File: config.mk
export PLATFORM = sky130hd
export DESIGN_NAME = debouncer
export DESIGN_NICKNAME = d
export VERILOG_FILES = /design/src/rtl/debouncer.sv
export SDC_FILE = /design/constraint.sdc
export NUM_CORES = 1
export LEC_CHECK = 0
export ABC_AREA = 1
export CORE_AREA = 4 4 41 43
export CTS_BUF_LIST = sky130_fd_sc_hd__clkbuf_8
export DETAILED_ROUTE_END_ITERATION = 16
export DIE_AREA = 0 0 45 47
export HOLD_SLACK_MARGIN = 0.08
export PLACE_DENSITY_LB_ADDON = 0.3
export SETUP_SLACK_MARGIN = 0.15
export SLEW_MARGIN = 5
export SYNTH_ARGS = -nofsm -noshare
export SYNTH_HDL_FRONTEND = slang
export SYNTH_SLANG_ARGS = --single-unit
export TNS_END_PERCENT = 50
File: constraint.sdc
create_clock -name CLK -period 1.5 [get_ports CLK]
set_clock_uncertainty 0.1 [all_clocks]
set_input_delay 0.225 -clock CLK [delete_from_list [all_inputs] [get_ports CLK]]
set_output_delay 0.225 -clock CLK [all_outputs]
set_load 0.05 [all_outputs]
File: src/rtl/debouncer.sv
// Key debouncer with input synchronizer, sample-qualified state and press-event pulse.
// Optional feature: define DEBOUNCER_RELEASE_PULSE_EN to add the NE release-event output.
module debouncer #(
  parameter int unsigned STABLE_CNT  = 4,
  parameter int unsigned SYNC_STAGES = 2
) (
  input  logic CLK,
  input  logic CLR,
  input  logic CEI,
  input  logic PUSH,
  output logic PE
`ifdef DEBOUNCER_RELEASE_PULSE_EN
  ,
  output logic NE
`endif
);

  localparam int unsigned CNT_W = $clog2(STABLE_CNT + 1);
  localparam logic [CNT_W-1:0] CNT_LAST = CNT_W'(STABLE_CNT - 1);
  localparam logic [CNT_W-1:0] CNT_ONE  = CNT_W'(1);

  logic [SYNC_STAGES-1:0] r_sync;
  logic                   w_sync;
  logic                   r_deb;
  logic                   r_deb_d;
  logic [CNT_W-1:0]       r_cnt;
  logic                   w_deb_nxt;
  logic [CNT_W-1:0]       w_cnt_nxt;
  logic                   r_pe;

  assign w_sync = r_sync[SYNC_STAGES-1];
  assign PE     = r_pe;

  // Synchronizer chain, shifts every clock regardless of the sample enable
  always_ff @(posedge CLK or negedge CLR) begin
    if (!CLR) begin
      r_sync <= '0;
    end else begin
      r_sync <= {r_sync[SYNC_STAGES-2:0], PUSH};
    end
  end

  // Qualification: count consecutive differing samples, any agreeing sample restarts
  always_comb begin
    w_deb_nxt = r_deb;
    w_cnt_nxt = r_cnt;
    if (CEI) begin
      if (w_sync == r_deb) begin
        w_cnt_nxt = '0;
      end else if (r_cnt == CNT_LAST) begin
        w_deb_nxt = w_sync;
        w_cnt_nxt = '0;
      end else begin
        w_cnt_nxt = r_cnt + CNT_ONE;
      end
    end
  end

  // Debounced state, sample counter and one-cycle-delayed copy for edge detection
  always_ff @(posedge CLK or negedge CLR) begin
    if (!CLR) begin
      r_deb   <= 1'b0;
      r_cnt   <= '0;
      r_deb_d <= 1'b0;
    end else begin
      r_deb   <= w_deb_nxt;
      r_cnt   <= w_cnt_nxt;
      r_deb_d <= r_deb;
    end
  end

  // Press pulse lands on the edge after the debounced state rises
  always_ff @(posedge CLK or negedge CLR) begin
    if (!CLR) begin
      r_pe <= 1'b0;
    end else begin
      r_pe <= r_deb & ~r_deb_d;
    end
  end

`ifdef DEBOUNCER_RELEASE_PULSE_EN
  logic r_ne;

  assign NE = r_ne;

  // Release pulse lands on the edge after the debounced state falls
  always_ff @(posedge CLK or negedge CLR) begin
    if (!CLR) begin
      r_ne <= 1'b0;
    end else begin
      r_ne <= ~r_deb & r_deb_d;
    end
  end
`endif

endmodule

==> metrics.md, run 1 <==
| Metric | Value |
|---|---|
| Outcome | `completed` |
| Final GP Congestion | `0.740` |
| Port bufs | `4` |
| Die width | `45 um` |
| Simple-gate share of the synthesized area | `0.275` |
| Final Max Tran Viols | `0` |
| P_sw | `234 uW` |
| Mean Syn Cell Area | `9.38 um^2` |
| CP max FO | `1` |
| PD cells | `1820 nW/um^2` |
| Initial core utilization | `0.245` |
| Crit Path Class | `reg -> out` |
| Top cell type by total area after synthesis | `dfrtp_1` |
| VDD IR max | `0.000656 V` |
| HPWL Detailed | `370 um` |
| Multiplexer share of the synthesized area | `0` |
| Synth Net Count | `39` |
| Hold buffers post-CTS | `0` |
| RR Startpoint | `r_cnt[0]` |
| CTS buffer count | `3` |
| Switching Fraction | `0.299` |
| CTS tree | `yes` |
| H-tree levels | `1` |
| Worst-skew pair later-pin latency | `0.23 ns` |
| Core area | `1300 um^2` |
| Buf/Inv on CP | `1` |
| Total grt overflow | `0` |
| Sequential share of power | `0.409` |
| Worst hold margin | `0.172 ns` |
| Drt initial violations | `2` |
| XOR/XNOR Fraction of Synth Area | `0` |
| Worst R2R Setup Slack | `0.41 ns` |
| Detailed-route DRC error count | `0` |
| Final setup vio count | `0` |
| CP arrival | `0.77 ns` |
| GR peak layer | `met4` |
| Combinational share of power | `0.266` |
| Clock tree buffer depth | `2` |
| Cell breakdown of the critical path | `buf_12` |
| Final Net Count | `48` |
| Growth of design area from synthesis to finish | `34.5%` |
| Post-CTS Setup Repair Bufs | `0` |
| Worst reg-to-reg path cell count | `5` |
| Critical Path Max Stage Delay | `0.39 ns` |
| Number of global-route vias before repair | `207` |
| Seq/Total Area, Yosys | `0.627` |
| Slew headroom | `0.765` |
| Cells after synthesis | `34` |
| Static leakage | `0.220 nW` |
| Slowest cell on crit path | `dfrtp_1` |
| Share of layout cells above drive strength 1 | `0.171` |
| Top cell type's share of synthesized area | `0.627` |
| Worst-margin pin slew | `0.351 ns` |
| Routed wire length | `474 um` |
| Final Cycle Share | `0.728` |
| Post-route minimum period | `1.09 ns` |
| CP delay by family, top | `flip-flops` |
| Vias per inst | `4.00` |
| ANT cells | `0` |
| Int Pwr | `548 uW` |
| DR vias | `224` |
| Die Height | `47 um` |
| First-pass GRT wire length | `855 um` |
| Final Hold Vio Count | `0` |
| Met3 usage | `0.0460` |
| Core Rows | `13` |
| Clock-pin slew on the worst setup and hold paths | `0.04 ns` |
| Hold crit path type | `in -> async` |
| Reg2reg end | `r_deb` |
| PostCTS Resize Cnt | `0` |
| Largest net degree at the start of global routing | `9` |
| RSZ-0062 raised after global routing | `no` |
| CP startpoint kind | `flip-flop` |
| Global routing met1 resource utilization | `0.0721` |
| Crit path capture type | `output port` |
| Adder-Cell Fraction of Synth Area | `0.0392` |
| Synth area leaders | `dfrtp_1, nand2_1, nand3_1, inv_1, ha_1` |
| Synth unique cells | `10` |
| Synthesized cell area | `319 um^2` |
| Largest family of logic cells by synthesized area | `simple AND/OR/NAND/NOR gates` |
| Final ANT Viol Nets | `0` |
| Die area | `2120 um^2` |
| CP Data Required Time | `1.17 ns` |
| Clock share of power | `0.325` |
| Synth Area in Compound Gates | `0` |
| Max Clk Rate | `916 MHz` |
| DR pass1 iterations | `3` |
| Ys Warns | `0` |
| Antenna violations before repair | `0` |
| Total track usage | `0.0693` |
| Clk root buf | `clkbuf_8` |
| Met2 GRT Util | `0.0734` |
| I/O Pins | `5` |
| Clock sink total | `8` |
| Max-Cap Viols | `0` |
| Number of synthesized register bits | `8` |
| Wirelength per Cell | `8.46 um` |
| Setup TNS Final | `0 ns` |
through the flow:
stage,instances,setup slack (ns),utilization,total power [mW],instance area [um^2]
final,56,0.408,0.330,0.781,429
after CTS,56,0.398,0.330,0.798,429
after global placement,53,0.279,0.298,0.532,388
after global routing,56,0.343,0.330,0.840,429
after detailed placement,53,0.264,0.298,0.535,388
after floorplan,34,0.470,-,0.446,319
sequential cells by signal (all words and copies together) (netlist names):
signal / count
r_cnt: 3
r_sync: 2
r_deb: 1
PE: 1
r_deb_d: 1
power groups by stage:
stage / clock network (mW) / logic, mW / registers, mW
after floorplan: 0 / 0.0965 / 0.349
after global placement: 0 / 0.210 / 0.322
after detailed placement: 0 / 0.212 / 0.323
after CTS: 0.266 / 0.212 / 0.320
after global routing: 0.278 / 0.236 / 0.327
final: 0.254 / 0.208 / 0.319
worst register-to-register path, delay by kind of cell (launching register included):
family / cells / cell delay, ns
DFF: 1 / 0.40
adders and majority gates: 1 / 0.25
and+or+nand+nor: 3 / 0.20
buffers and inverters: 1 / 0.03
kinds of logic (layout without fill, tap and decap cells):
family        count (synthesis)  count (layout)
fa+ha+maj                     1               1
buf+inv                       5              12
flops                         8               8
simple gates                 20              20
cells in the mapped netlist:
| library cell | instances |
|---|---|
| nand2_1 | 11 |
| dfrtp_1 | 8 |
| inv_1 | 4 |
| nand3_1 | 4 |
| nor2_1 | 2 |
| ha_1 | 1 |
| inv_2 | 1 |
| nand2_2 | 1 |
| nand4_1 | 1 |
| nor2_2 | 1 |
worst max-delay path by stage:
stage | startpoint | endpoint | slack (ns) | depth (start not counted)
finish | PE | PE | 0.41 | 1
global route | r_cnt[0] | r_cnt[2] | 0.34 | 4
CTS | PE | PE | 0.40 | 1
detailed placement | CEI | r_cnt[0] | 0.26 | 5
global placement | CEI | r_cnt[0] | 0.28 | 5
floorplan | r_cnt[0] | r_deb | 0.47 | 5
final cells by class:
cell class | count | area [um^2]
clock buffer | 3 | 41.3
fill | 146 | 872
inverter | 5 | 18.8
multi-input combinational | 21 | 100
sequential | 8 | 200
tap | 15 | 18.8
timing repair buffer | 4 | 50.0
routing by layer:
layer	routed length [um]	vias up
li1	-	118
met1	204	95
met2	201	7
met3	42	4
met4	25	0
met5	0	-
cells in the final DEF (no fill, tap or decap), types with 2 or more instances in the layout:
cell and instances:
dfrtp_1 8, clkdlybuf4s50_1 3, nand3_1 4, nand2_1 11, nor2_1 2, inv_1 4
clkbuf_8 3
Note: power is estimated with default switching activity, not from simulation.
==> run 2: changes to the inputs <==
clock period = 1 ns   (was 1.5 ns; I/O delays follow)
==> run 2 against run 1 <==
  * The run now ends with negative setup slack left
  * Total power increased by 63%
  * Count of clock-buffer cells in the layout unchanged
  * Clock power increased by 50%
  * Global-route usage increased by 0.64 points
  * Critical path depth unchanged
==> metrics.md, run 2 (synthesis results as in run 1) <==
| Metric | Value |
|---|---|
| Die width | `45 um` |
| Final Hold Vio Count | `0` |
| Clk root buf | `clkbuf_8` |
| Crit path to | `PE` |
| Worst reg-to-reg path cell count | `5` |
| Post-Place Cell Area | `410 um^2` |
| Final setup vio count | `1` |
| Clock-pin slew on the worst setup and hold paths | `0.04 ns` |
| Fill cells | `141` |
| Initial core utilization | `0.245` |
| Final ANT Viol Nets | `0` |
| CP max FO | `1` |
| Die Height | `47 um` |
| DR pass1 iterations | `4` |
| Slowest cell on crit path | `dfrtp_1` |
| Core area | `1300 um^2` |
| Multi-input logic area | `125 um^2` |
| Antenna violations before repair | `0` |
| H-tree levels | `1` |
| Final Worst Setup Slack | `-0.0169 ns` |
| CP startpoint kind | `flip-flop` |
| VDD IR max | `0.00112 V` |
| I/O Pins | `5` |
| Power, Total | `1.28 mW` |
| Vias per inst | `4.14` |
| Placed cell count | `55` |
| Violated checks | `negative setup slack` |
| DR vias | `240` |
| Buf/Inv on CP | `1` |
| RSZ-0062 raised after global routing | `yes` |
| Setup WS pre-CTS | `-0.155 ns` |
| PD cells | `2720 nW/um^2` |
| Clock sink total | `8` |
| CP arrival | `0.77 ns` |
| Critical Path Max Stage Delay | `0.39 ns` |
| Outcome | `complete, but fails checks` |
| Largest net degree at the start of global routing | `9` |
| Final non-filler cell total | `58` |
| Slew headroom | `0.760` |
| CP delay by family, top | `flip-flops` |
| Final GP Congestion | `0.771` |
| Reg area | `200 um^2` |
| Worst R2R Setup Slack | `0.03 ns` |
| Growth of design area from synthesis to finish | `47.1%` |
| Max Clk Rate | `983 MHz` |
| Clock tree buffer depth | `2` |
| Cell breakdown of the critical path | `buf_12` |
| Crit path from | `PE` |
| Max-Cap Viols | `0` |
| Most frequent cells in the layout | `nand2_1, dfrtp_1, inv_1, clkbuf_8, clkdlybuf4s50_1` |
| Setup TNS Final | `-0.0169 ns` |
| HPWL Detailed | `412 um` |
| Crit path capture type | `output port` |
| Reg2reg end | `r_deb` |
| Worst-skew pair later-pin latency | `0.23 ns` |
| Post-route cell area | `469 um^2` |
| CTS buffer count | `3` |
| Static leakage | `0.226 nW` |
| RR Startpoint | `r_cnt[0]` |
| Worst-margin pin slew | `0.359 ns` |
| Final Max Tran Viols | `0` |
| Hold buffers post-CTS | `0` |
| CTS tree | `yes` |
| Port bufs | `4` |
| Crit Path Class | `reg -> out` |
| Final Net Count | `50` |
| Largest registers | `r_cnt x3, r_sync x2` |
| Drt initial violations | `4` |
| Post-route minimum period | `1.02 ns` |
| ANT cells | `0` |
| Die area | `2120 um^2` |
| First-pass GRT wire length | `945 um` |
| Detailed-route DRC error count | `0` |
| Most common cell after layout, fill and taps aside | `nand2_1` |
| Max FFs per register | `3` |
| Core Rows | `13` |
| Routed wire length | `590 um` |
| Largest Register | `r_cnt` |
| Total grt overflow | `0` |
| Wirelength per Cell | `10.2 um` |
| Hold crit path type | `in -> async` |
| Cell count along the critical path | `1` |
| CP Data Required Time | `0.75 ns` |
| Post-CTS Setup Repair Bufs | `0` |
| Total track usage | `0.0757` |
| Final Cycle Share | `1.02` |
| Share of layout cells above drive strength 1 | `0.326` |
| Number of global-route vias before repair | `217` |
==> run 2: cell types whose count changed in the layout (fill, tap and decap cells not counted) <==
cell / before / now
buf_4: 0 / 2
ha_1: 1 / 0
ha_4: 0 / 1
inv_1: 4 / 3
inv_2: 1 / 2
nand3_1: 4 / 2
nand3_2: 0 / 2
nor2_1: 2 / 1
nor2_2: 1 / 2
==> run 2: where the power goes <==
group | leakage (nW) | switching [mW] | internal, mW
logic | 0.107 | 0.198 | 0.198
registers | 0.0972 | 0.0794 | 0.421
clock network | 0.0216 | 0.121 | 0.260
==> run 2: metal layers <==
layer | routed length [um] | vias up | GRT usage
met2 | 272 | 7 | 0.0932
li1 | - | 122 | -
met5 | 0 | - | 0
met4 | 14 | 0 | 0.0526
met1 | 236 | 109 | 0.0746
met3 | 66 | 2 | 0.0805
==> run 2: metrics by stage <==
step,hold slack (ns),utilization
2_1_floorplan,-0.246,-
3_3_place_gp,0.238,0.315
3_5_place_dp,0.237,0.315
4_1_cts,0.110,0.361
5_1_grt,0.122,0.361
6_report,0.101,0.361
==> run 2: timing repair <==
item	CTS	global route
gates cloned	0	0
pin swaps	8	7
setup endpoints to repair	5	5
resized for setup	4	0
==> run 2: worst min-delay path by stage <==
stage               slack [ns]  depth (start not counted)       from   endpoint
global placement          0.24                          0  r_sync[0]  r_sync[1]
CTS                       0.11                          1        CLR    r_deb_d
finish                    0.10                          1        CLR    r_deb_d
floorplan                -0.25                          0        CLR         PE
global route              0.12                          1        CLR  r_sync[0]
detailed placement        0.24                          0  r_sync[0]  r_sync[1]
==> run 2: cell type report <==
| type | instances | area share |
|---|---|---|
| multi-input combinational | 21 | 0.267 |
| inverter | 5 | 0.0400 |
| tap | 15 | 0.0400 |
| clock buffer | 3 | 0.0880 |
| sequential | 8 | 0.427 |
| timing repair buffer | 6 | 0.139 |
